**config.mk**
```make
export PLATFORM = sky130hd
export DESIGN_NAME = display_scan_ctrl
export DESIGN_NICKNAME = d
export VERILOG_FILES = /design/src/rtl/display_pkg.sv /design/src/rtl/scan_prescaler.sv /design/src/rtl/display_scan_ctrl.sv
export SDC_FILE = /design/constraint.sdc
export NUM_CORES = 1
export LEC_CHECK = 0
export BUFFER_PORTS_ARGS = -buffer_cell sky130_fd_sc_hd__buf_2
export CAP_MARGIN = 20
export CORE_MARGIN = 10
export CORE_UTILIZATION = 51
export DETAILED_ROUTE_END_ITERATION = 8
export MAX_ROUTING_LAYER = met4
export PLACE_DENSITY_LB_ADDON = 0.08
export SETUP_SLACK_MARGIN = 0.1
export SLEW_MARGIN = 20
export SYNTH_ARGS = -nofsm -noshare
export SYNTH_HDL_FRONTEND = slang
export SYNTH_HIERARCHICAL = 1
export SYNTH_SLANG_ARGS = --single-unit
```
**constraint.sdc**
```tcl
create_clock -name clk -period 2.3 [get_ports clk]
set_clock_uncertainty 0.1 [all_clocks]
set_input_delay 0.115 -clock clk [delete_from_list [all_inputs] [get_ports clk]]
set_output_delay 0.115 -clock clk [all_outputs]
set_load 0.01 [all_outputs]
```
**src/rtl/display_pkg.sv**
```systemverilog
// Shared constants and types for the four-digit multiplexed seven-segment scanner.
package display_pkg;
  localparam int NUM_DIGITS = 4;
  typedef logic [3:0] bcd_t;
  localparam bcd_t BLANK_CODE = 4'b1111;
endpackage

```
**src/rtl/scan_prescaler.sv**
```systemverilog
// Free-running slot counter: pulses slot_tick once every PRESCALE clock cycles.
module scan_prescaler #(
  parameter int PRESCALE = 100000
) (
  input  logic clk,
  input  logic reset,
  output logic slot_tick
);
  localparam int CW = $clog2(PRESCALE);
  localparam logic [CW-1:0] LAST = CW'(PRESCALE - 1);

  logic [CW-1:0] r_cnt;

  always_ff @(posedge clk) begin
    if (reset) begin
      r_cnt <= '0;
    end else if (r_cnt == LAST) begin
      r_cnt <= '0;
    end else begin
      r_cnt <= r_cnt + 1'b1;
    end
  end

  assign slot_tick = (r_cnt == LAST);
endmodule

```
**src/rtl/display_scan_ctrl.sv**
```systemverilog
// Four-digit display scanner with a pending/active double buffer so that a
// newly loaded value only ever appears starting at a frame boundary.
module display_scan_ctrl
  import display_pkg::*;
#(
  parameter int PRESCALE = 100000
) (
  input  logic        clk,
  input  logic        reset,
  input  logic [15:0] value_in,
  input  logic        load_valid,
  output logic        load_ready,
  input  logic        lz_en,
  output logic [1:0]  refrescamiento,
  output logic [3:0]  anode,
  output logic [3:0]  DIGITO,
  output logic        frame_tick
);

  logic        w_slot_tick;
  logic        w_boundary;
  logic        w_xfer;
  logic [1:0]  w_ref_nxt;
  logic [15:0] w_active_nxt;
  bcd_t        w_digit_nxt;

  logic        r_started;
  logic [1:0]  r_ref;
  logic [3:0]  r_anode;
  bcd_t        r_digit;
  logic        r_frame_tick;
  logic [15:0] r_pending;
  logic [15:0] r_active;
  logic        r_pend_full;

  scan_prescaler #(.PRESCALE(PRESCALE)) u_prescaler (
    .clk       (clk),
    .reset     (reset),
    .slot_tick (w_slot_tick)
  );

  // Non-BCD digits are blanked; with lz on, a position is blanked when it and
  // every position to its left are zero (the rightmost digit always shows).
  function automatic bcd_t digit_code(input logic [15:0] val, input logic [1:0] pos,
                                      input logic lz);
    int   p;
    bcd_t d;
    logic zero_above;
    p          = int'(pos);
    d          = val[p*4 +: 4];
    zero_above = 1'b1;
    for (int k = 0; k < NUM_DIGITS; k++) begin
      if (k >= p && val[k*4 +: 4] != 4'd0) zero_above = 1'b0;
    end
    if (d > 4'd9) return BLANK_CODE;
    if (lz && p != 0 && zero_above) return BLANK_CODE;
    return d;
  endfunction

  // The first slot after reset lights position 0 without advancing the index.
  assign w_boundary   = w_slot_tick && r_started && (r_ref == 2'd3);
  assign load_ready   = !r_pend_full;
  assign w_xfer       = load_valid && load_ready;
  assign w_ref_nxt    = r_started ? r_ref + 2'd1 : 2'd0;
  assign w_active_nxt = (w_boundary && r_pend_full) ? r_pending : r_active;
  assign w_digit_nxt  = digit_code(w_active_nxt, w_ref_nxt, lz_en);

  always_ff @(posedge clk) begin
    if (reset) begin
      r_started    <= 1'b0;
      r_ref        <= 2'd0;
      r_anode      <= 4'b1111;
      r_digit      <= BLANK_CODE;
      r_frame_tick <= 1'b0;
      r_pending    <= 16'h0000;
      r_active     <= 16'h0000;
      r_pend_full  <= 1'b0;
    end else begin
      r_frame_tick <= w_boundary;
      if (w_slot_tick) begin
        r_started <= 1'b1;
        r_ref     <= w_ref_nxt;
        r_anode   <= ~(4'b0001 << w_ref_nxt);
        r_digit   <= w_digit_nxt;
      end
      // load_ready is low whenever the swap fires, so the two never collide.
      if (w_boundary && r_pend_full) begin
        r_active    <= r_pending;
        r_pend_full <= 1'b0;
      end else if (w_xfer) begin
        r_pending   <= value_in;
        r_pend_full <= 1'b1;
      end
    end
  end

  assign refrescamiento = r_ref;
  assign anode          = r_anode;
  assign DIGITO         = r_digit;
  assign frame_tick     = r_frame_tick;
endmodule

```
# --- Word level (Yosys, flattened, before mapping) ---
# Cells that the tools add are included.
word_totals:
  reg_bits: 62
  latch_bits: 0
  mem_bits_rw: 0
  rom_bits: 0
  input_bits: 20
  word_cells: 52
  memories: 0
op_classes:
  n_addsub: 2
  n_mul: 0
  div: 0
  n_lt_le_gt_ge: 4
  n_eq_ne: 2
  shift: 2
  mux: 13
  n_bitwise: 2
  n_reduce_logical: 18
op_table:
  columns: ["cell", "count"]
  rows:
  - ["$add A17 B1 Y17 const B", 1]
  - ["$eq A17 B17 Y1 const B", 1]
  - ["$mux W16", 1]
  - ["$mux W4", 4]
  - ["$reduce_bool A4 Y1", 4]
  - ["$shiftx A16 B5 Y4", 1]
  - ["$logic_and A1 B1 Y1", 9]
  - ["$mux W1", 7]
  - ["$ge A1 B2 Y1 const A", 2]
  - ["$gt A4 B4 Y1 const B", 1]
  - ["$not A4 Y4", 1]
  - ["$reduce_or A2 Y1", 2]
  - ["$shl A1 B2 Y4 const A", 1]
  - ["$add A2 B1 Y2 const B", 1]
  - ["$eq A2 B2 Y1 const B", 1]
  - ["$ge A2 B2 Y1 const A", 1]
  - ["$mux W2", 1]
  - ["$reduce_and A2 Y1", 1]
  - ["$reduce_bool A2 Y1", 1]
  - ["$logic_not A1 Y1", 1]
  - ["$not A1 Y1", 1]

# --- Logic depth before layout (Yosys ltp) ---
# Gate-level depths: netlist (run 1).
depth:
  word_depth: 16
  mapped_depth: 13

# --- Modules after synthesis ---
# Netlist (run 1), hierarchy kept.
by_module_without_submodules:
  columns: ["module", "n_inst", "cells_each", "area_each_um2", "seq_area_each_um2"]
  rows:
  - ["display_scan_ctrl", 1, 208, 1868.0, 900.9]
  - ["scan_prescaler", 1, 88, 797.0, 340.3]

# --- Worst setup path after synthesis (run 1) ---
# No wires, ideal clock.
synth_path:
  kind: "reg2reg"
  start: "reg u_prescaler.r_cnt[0]"
  end: "reg r_digit[0], in the netlist DIGITO[0]"
  setup_time_ns: 0.070
  arrival_ns: 2.231
  slack_ns: -0.101
  path_stages_with_launch: 13
  n_path_buf: 3
  period_less_slack_ns: 2.401
  cell_sequence: "dfxtp_1 -> ha_1 -> nand4_1 -> nor2_1 -> and3_1 -> clkbuf_8 -> nand4_4 -> buf_12 -> buf_12 -> mux2i_2 -> a221oi_2 -> o21ai_1 -> a21oi_1"
synth_via:
  elab_chain_len: 16
synth_lines:
  columns: ["element", "line", "text"]
  rows:
  - ["start, declared", "scan_prescaler.sv:12", "logic [CW-1:0] r_cnt;"]
  - ["start signal, assigned", "scan_prescaler.sv:20", "r_cnt <= r_cnt + 1'b1;"]
  - ["$eq A17 B17 Y1 (*)", "scan_prescaler.sv:24", "assign slot_tick = (r_cnt == LAST);"]
  - ["net w_slot_tick", "display_scan_ctrl.sv:20", "logic w_slot_tick;"]
  - ["$logic_and A1 B1 Y1 (2 in a row)", "display_scan_ctrl.sv:61", "assign w_boundary = w_slot_tick && r_started && (r_ref == 2'd3);"]
  - ["$logic_and A1 B1 Y1", "display_scan_ctrl.sv:65", "assign w_active_nxt = (w_boundary && r_pend_full) ? r_pending : r_active;"]
  - ["$mux W16", null, null]
  - ["$reduce_bool A4 Y1", "display_scan_ctrl.sv:53", "if (k >= p && val[k*4 +: 4] != 4'd0) zero_above = 1'b0;"]
  - ["$logic_and A1 B1 Y1", "display_scan_ctrl.sv:53", null]
  - ["$mux W1 (4 in a row)", "display_scan_ctrl.sv:53", null]
  - ["$logic_and A1 B1 Y1", "display_scan_ctrl.sv:56", "if (lz && p != 0 && zero_above) return BLANK_CODE;"]
  - ["$mux W1 (2 in a row)", "display_scan_ctrl.sv:56", null]
  - ["$mux W4", "display_scan_ctrl.sv:57", "return d;"]
  - ["$mux W4", "display_scan_ctrl.sv:56", null]
  - ["end signal, assigned", "display_scan_ctrl.sv:84", "r_digit <= w_digit_nxt;"]
  - ["end, declared", "display_scan_ctrl.sv:30", "bcd_t r_digit;"]
# The timed path passes the listed nets; every way through them passes the cells marked *. The select of a mux whose other input is x is not followed.
# A chain may end at the register's enable or synchronous reset.

# --- Worst setup path in the final report (run 1) ---
layout_path:
  start: "reg u_prescaler.r_cnt[5]"
  end: "reg r_digit[0], in the netlist DIGITO[0]"
# The elaborated chain is that of the path after synthesis.

==> results of run 1 <==
layout make-up:
cell class	count	area (um^2)	share of cell area
multi-input combinational	213	1300	0.384
sequential	62	1250	0.368
tap	70	87.6	0.0259
clock buffer	13	169	0.0499
inverter	5	18.8	0.00554
timing repair buffer	69	498	0.147
clock inverter	3	65.1	0.0192
path summary, 6_finish.rpt:
path / depth (start not counted) / from / slack, ps / endpoint
max: 10 / u_prescaler/r_cnt[5] / 70 / DIGITO[0]
min: 6 / lz_en / 320 / DIGITO[1]
max reg2reg: 10 / u_prescaler/r_cnt[5] / 70 / DIGITO[0]
min reg2reg: 1 / u_prescaler/r_cnt[0] / 340 / u_prescaler/r_cnt[0]
stage by stage:
| stage | hold WS (ps) | utilization | TNS [ps] |
|---|---|---|---|
| floorplan | 150 | - | -5.57 |
| global placement | 256 | 0.581 | 0 |
| detailed placement | 264 | 0.581 | 0 |
| CTS | 300 | 0.666 | 0 |
| global route | 355 | 0.667 | -410 |
| finish | 322 | 0.667 | 0 |
Yosys cell counts (all sizes together) (2+ instances only):
| library cell | number |
|---|---|
| o31ai | 2 |
| ha | 2 |
| nor3 | 7 |
| a211oi | 2 |
| nand4 | 6 |
| a22o | 2 |
| inv | 5 |
| a22oi | 3 |
| o21ai | 8 |
| a221oi | 2 |
| and4 | 2 |
| xnor2 | 8 |
| nand2b | 2 |
| nand3 | 7 |
| clkbuf | 9 |
| nor2 | 41 |
| or4 | 2 |
| and3 | 2 |
| buf | 7 |
| a21oi | 22 |
| dfxtp | 62 |
| xor2 | 5 |
| nor4 | 10 |
| nand2 | 48 |
| mux2i | 18 |
critical path, cell delays in order (launching register included):
cell and delay, ps:
dfxtp_1 310, nand4bb_1 170, nor3_1 210, and3_4 250, nand4_4 80, buf_12 190
mux2i_1 150, a22o_1 220, a221oi_2 240, o21ai_1 110, a21oi_1 130
sequential cells by signal (all words and copies together) (netlist names):
register,flops
anode,4
refrescamiento,2
r_active,16
u_prescaler/r_cnt,17
DIGITO,4
r_started,1
frame_tick,1
r_pending,16
r_pend_full,1
cells by family after synthesis:
family,Yosys count
simple gates,133
flops,62
compound gates,47
buf+inv,21
mux,18
xor+xnor,13
fa+ha+maj,2
routing by layer:
metal,share of wire,track usage,up-vias
met5,0,-,-
li1,-,-,1157
met3,0.032,0.0492,4
met4,0.012,0.0617,0
met1,0.42,0.167,1048
met2,0.53,0.288,33
power groups by stage:
stage | logic, mW | registers, mW | clock network (mW)
finish | 0.121 | 1.12 | 1.11
global route | 0.138 | 1.12 | 1.17
CTS | 0.121 | 1.12 | 1.12
detailed placement | 0.0969 | 1.14 | 0
global placement | 0.0957 | 1.14 | 0
floorplan | 0.0631 | 1.14 | 0
what timing repair did:
action	in CTS	in global routing
setup buffers	1	0
endpoints found under the hold margin	20	0
hold buffers	18	0
resized for setup	2	2
endpoints found under the setup margin	3	4
==> reports/qor.csv, run 1 <==
metric,value,unit
grt-ovfl-total,0,
fillers,451,
hp-class,in2reg,
synth-xor-area-share,0.0427,
cap_viol_max_count,0,
place_ws,40.5,ps
final_cell_mix,"60 x dfxtp_1, 48 x nand2_1, 40 x nor2_1",
yosysTopAreaCell,dfxtp_1,
status,finished clean,
htree_levels,3,
drive_gt1_frac,0.227,
areaGrowthSynthToFinish,27.0,%
path_max_fanout,20,
wl_per_cell,14.7,um
cts_buffers,9,
synth.distinct_cells,48,
synth.area.mux_share,0.0690,
power_switching,0.489,mW
clk_path_buf_depth,2,
hpwl,4.45,mm
powerDensity,692,nW/um^2
vias,2242,
p_int,1.85,mW
finalNonFillerCells,435,
io_buffers,31,
dp_cells,400,
synthAdderAreaFrac,0.00939,
synth_flop_cell,dfxtp_1,
leakage,1.41,nW
fin_crit,2230,ps
switching_share,0.209,
diodes,0,
worst_ep_arrival_time,2400,ps
track_usage,0.163,
hold_viol,0,
std_cell_rows,26,
clk_latency,340,ps
rsz0062_at_grt,yes,
crit_type,reg2reg,
setup_slack,68.0,ps
fp.dieW,92.3,um
worst_slew_pin_slew,685,ps
drc_errors,0,
synth_top_family_by_area,simple AND/OR/NAND/NOR gates,
comb_power_share,0.052,
die_y,92.3,um
clk_pin_slew,70,ps
layout_commonest_cell,dfxtp_1,
netlist.area_leader.share,0.466,
seq_power_share,0.476,
syn_nets,318,
synth_cells,296,
ys_async_sr_fraction,0,
die-area,8520,um^2
synth_edf_count,0,
report.final.setup_viol,0,
nNetsFinal,382,
core-area,5070,um^2
start_util,0.525,
clock_sinks,62,
relSlewSlack,0.541,
cts_root_buffer,clkbuf_8,
power.total,2.34,mW
wirelength,6.39,mm
antenna_found_initial,0,
final.period_utilization,0.970,
timing.fmax,448,MHz
ioPinCount,32,
yosysSeqAreaShare,0.466,
place.gp.congestion,0.843,
vias_per_cell,5.15,
synthSimpleGateAreaFrac,0.243,
ys.warnings.count,6,
start_kind,flip-flop,
fin_area,3390,um^2
clkPwrFrac,0.472,
antenna_left,0,
avgSynthCellArea,9.00,um^2
crit_required,2470,ps
end_kind,flip-flop,
drv_slew,0,
grt_pass1_vias,2296,
synthTopCellsByArea,"dfxtp_1 47%, nand2_1 6.8%, mux2i_1 6.4%",
dr.pass1.iters,4,
ir_drop,0.469,mV
drt_iter0_drc,75,
grt_start_max_net_pins,35,
syn_area,2670,um^2
synth_compound_area_frac,0.114,
cts_tree,built,
yosys_register_bits,62,
grt_pass1_wl,11.0,mm
post_dp_cell_area,2950,um^2
Note: power is estimated with default switching activity, not from simulation.
==> run 2, diff against run 1 <==
--- a/config.mk
+++ b/config.mk
@@ -7,6 +7,7 @@
 export LEC_CHECK = 0
 export BUFFER_PORTS_ARGS = -buffer_cell sky130_fd_sc_hd__buf_2
 export CAP_MARGIN = 20
+export CORE_ASPECT_RATIO = 1.75
 export CORE_MARGIN = 10
 export CORE_UTILIZATION = 51
 export DETAILED_ROUTE_END_ITERATION = 8
==> run 2 against run 1 <==
Effect of this change: the flow now finishes with violations (setup timing); clock power down 14%; fmax down 6.0%; critical path depth up 1; non-clock buffer count up 8; global-route usage up 0.69 points; first-iteration DRC count up 77%; combinational power up 11%; flip-flop and latch count unchanged; setup slack worse by 140 ps.
==> reports/qor.csv, run 2 (synthesis results as in run 1) <==
metric,value,unit
start_util,0.531,
start_kind,flip-flop,
grt_start_max_net_pins,34,
power.total,2.20,mW
slowest_stage,dfxtp_2,
hold_depth,5,
tns,-188,ps
wl_per_cell,15.2,um
grt_pass1_vias,2366,
hold_end,DIGITO[3],
timing.fmax,421,MHz
ff2ff_path_depth,11,
track_usage,0.170,
drc_errors,0,
vias_per_cell,5.40,
place.gp.congestion,0.815,
slowest_delay,350,ps
fp.dieW,74.6,um
final.period_utilization,1.03,
top_register,u_prescaler/r_cnt,
reg2reg_from,u_prescaler/r_cnt[1],
leakage,1.44,nW
ioPinCount,32,
hold_viol,0,
switching_share,0.218,
fin_crit,2370,ps
grt_pass1_wl,11.1,mm
finalNonFillerCells,427,
r2r-end,DIGITO[0],
antenna_found_initial,0,
clk_latency,330,ps
hpwl,4.74,mm
report.final.setup_viol,3,
grt-ovfl-total,0,
cts_tree,built,
nNetsFinal,390,
clkPwrFrac,0.432,
diodes,0,
final_core_util,0.679,
seq_power_share,0.507,
drt_iter0_drc,133,
vias,2304,
wirelength,6.51,mm
dr.pass1.iters,5,
end_kind,flip-flop,
core-area,5020,um^2
worst_slew_pin_slew,613,ps
hold_start,lz_en,
failed_checks,setup timing,
cts_buffers,9,
drv_slew,0,
antenna_left,0,
layout_commonest_cell,dfxtp_1,
final_cell_mix,"60 x dfxtp_1, 48 x nand2_1, 40 x nor2_1",
path_delay_family,compound AO/OA/AOI/OAI gates,
hp-class,in2reg,
clk_pin_slew,70,ps
cap_viol_max_count,0,
worst_ep_arrival_time,2530,ps
status,"complete, but fails checks",
top_regs,"u_prescaler/r_cnt (17), r_active (16), r_pending (16)",
areaGrowthSynthToFinish,27.9,%
comb_power_share,0.061,
die_y,116,um
crit_required,2460,ps
power_switching,0.481,mW
drive_gt1_frac,0.233,
io_buffers,31,
largest_reg_flops,17,
crit_type,reg2reg,
relSlewSlack,0.590,
cts_root_buffer,clkbuf_8,
regToRegSetupSlack,-70,ps
setup_slack,-74.0,ps
p_int,1.72,mW
ir_drop,0.570,mV
path_max_fanout,20,
powerDensity,645,nW/um^2
worstPathCellList,ha_4 > nand4_1 > nor2_2 > and3_4 > nand4_4 > buf_12 > mux2i_4 > a22o_1 > a221oi_2 > o21ai_1 > a21oi_1,
clock_sinks,62,
cp_num_buf_inv,1,
htree_levels,3,
std_cell_rows,34,
clk_path_buf_depth,2,
dp_cells,387,
die-area,8630,um^2
rsz0062_at_grt,yes,
## run 2: cell count changes in the layout (fill, tap and decap cells not counted), sizes merged
cell,previous run,this run
clkbuf,13,12
buf,51,55
bufinv,2,1
clkinv,1,3
dlygate4sd3,18,22
## run 2: worst max-delay path by stage
stage / startpoint / to / slack (ps) / depth (start not counted)
after global routing: u_prescaler/r_cnt[1] / DIGITO[0] / -210 / 11
final: u_prescaler/r_cnt[1] / DIGITO[0] / -70 / 11
after floorplan: u_prescaler/r_cnt[0] / DIGITO[0] / -6 / 12
after CTS: u_prescaler/r_cnt[1] / DIGITO[0] / -10 / 11
after detailed placement: u_prescaler/r_cnt[1] / DIGITO[1] / -60 / 11
after global placement: u_prescaler/r_cnt[1] / DIGITO[1] / -10 / 11
## run 2: layout make-up
type                            count  area, um^2
Sequential cell                    62        1240
Tap cell                           54        67.6
Timing Repair Buffer               77         568
Clock buffer                       12         155
Multi-Input combinational cell    213        1310
Clock inverter                      4        45.0
Fill cell                         426        1610
Inverter                            5        18.8
## run 2: tightest hold or removal path: stages
cell,delay [ps]
buf_2,90
o2111ai_1,90
o21ai_0,110
a21o_1,190
o32a_2,140
## run 2: timing repair
action / in CTS / in global routing
hold endpoints to repair: 18 / 0
endpoints found under the setup margin: 4 / 4
setup buffers: 1 / 1
hold buffers: 22 / 0
gates resized for setup: 3 / 2
## run 2: power groups by stage
stage | Clock (mW) | Sequential [mW] | Combinational (mW)
floorplan | 0 | 1.14 | 0.0631
global placement | 0 | 1.14 | 0.104
detailed placement | 0 | 1.14 | 0.107
CTS | 0.980 | 1.12 | 0.136
global route | 1.03 | 1.12 | 0.151
finish | 0.950 | 1.12 | 0.134
## run 2: metal layers
metal | share of wire | global-route usage
met1 | 0.37 | 0.164
met2 | 0.57 | 0.309
met3 | 0.028 | 0.0317
met4 | 0.027 | 0.0876
met5 | 0 | -
## run 2: per-stage QoR
| stage | hold slack [ps] | cell area, um^2 | setup slack, ps |
|---|---|---|---|
| 2_1_floorplan | 150 | 2680 | -5.57 |
| 3_3_place_gp | 256 | 2950 | -12.8 |
| 3_5_place_dp | 263 | 2950 | -63.9 |
| 4_1_cts | 311 | 3390 | -14.2 |
| 5_1_grt | 372 | 3410 | -207 |
| 6_report | 330 | 3410 | -74.0 |
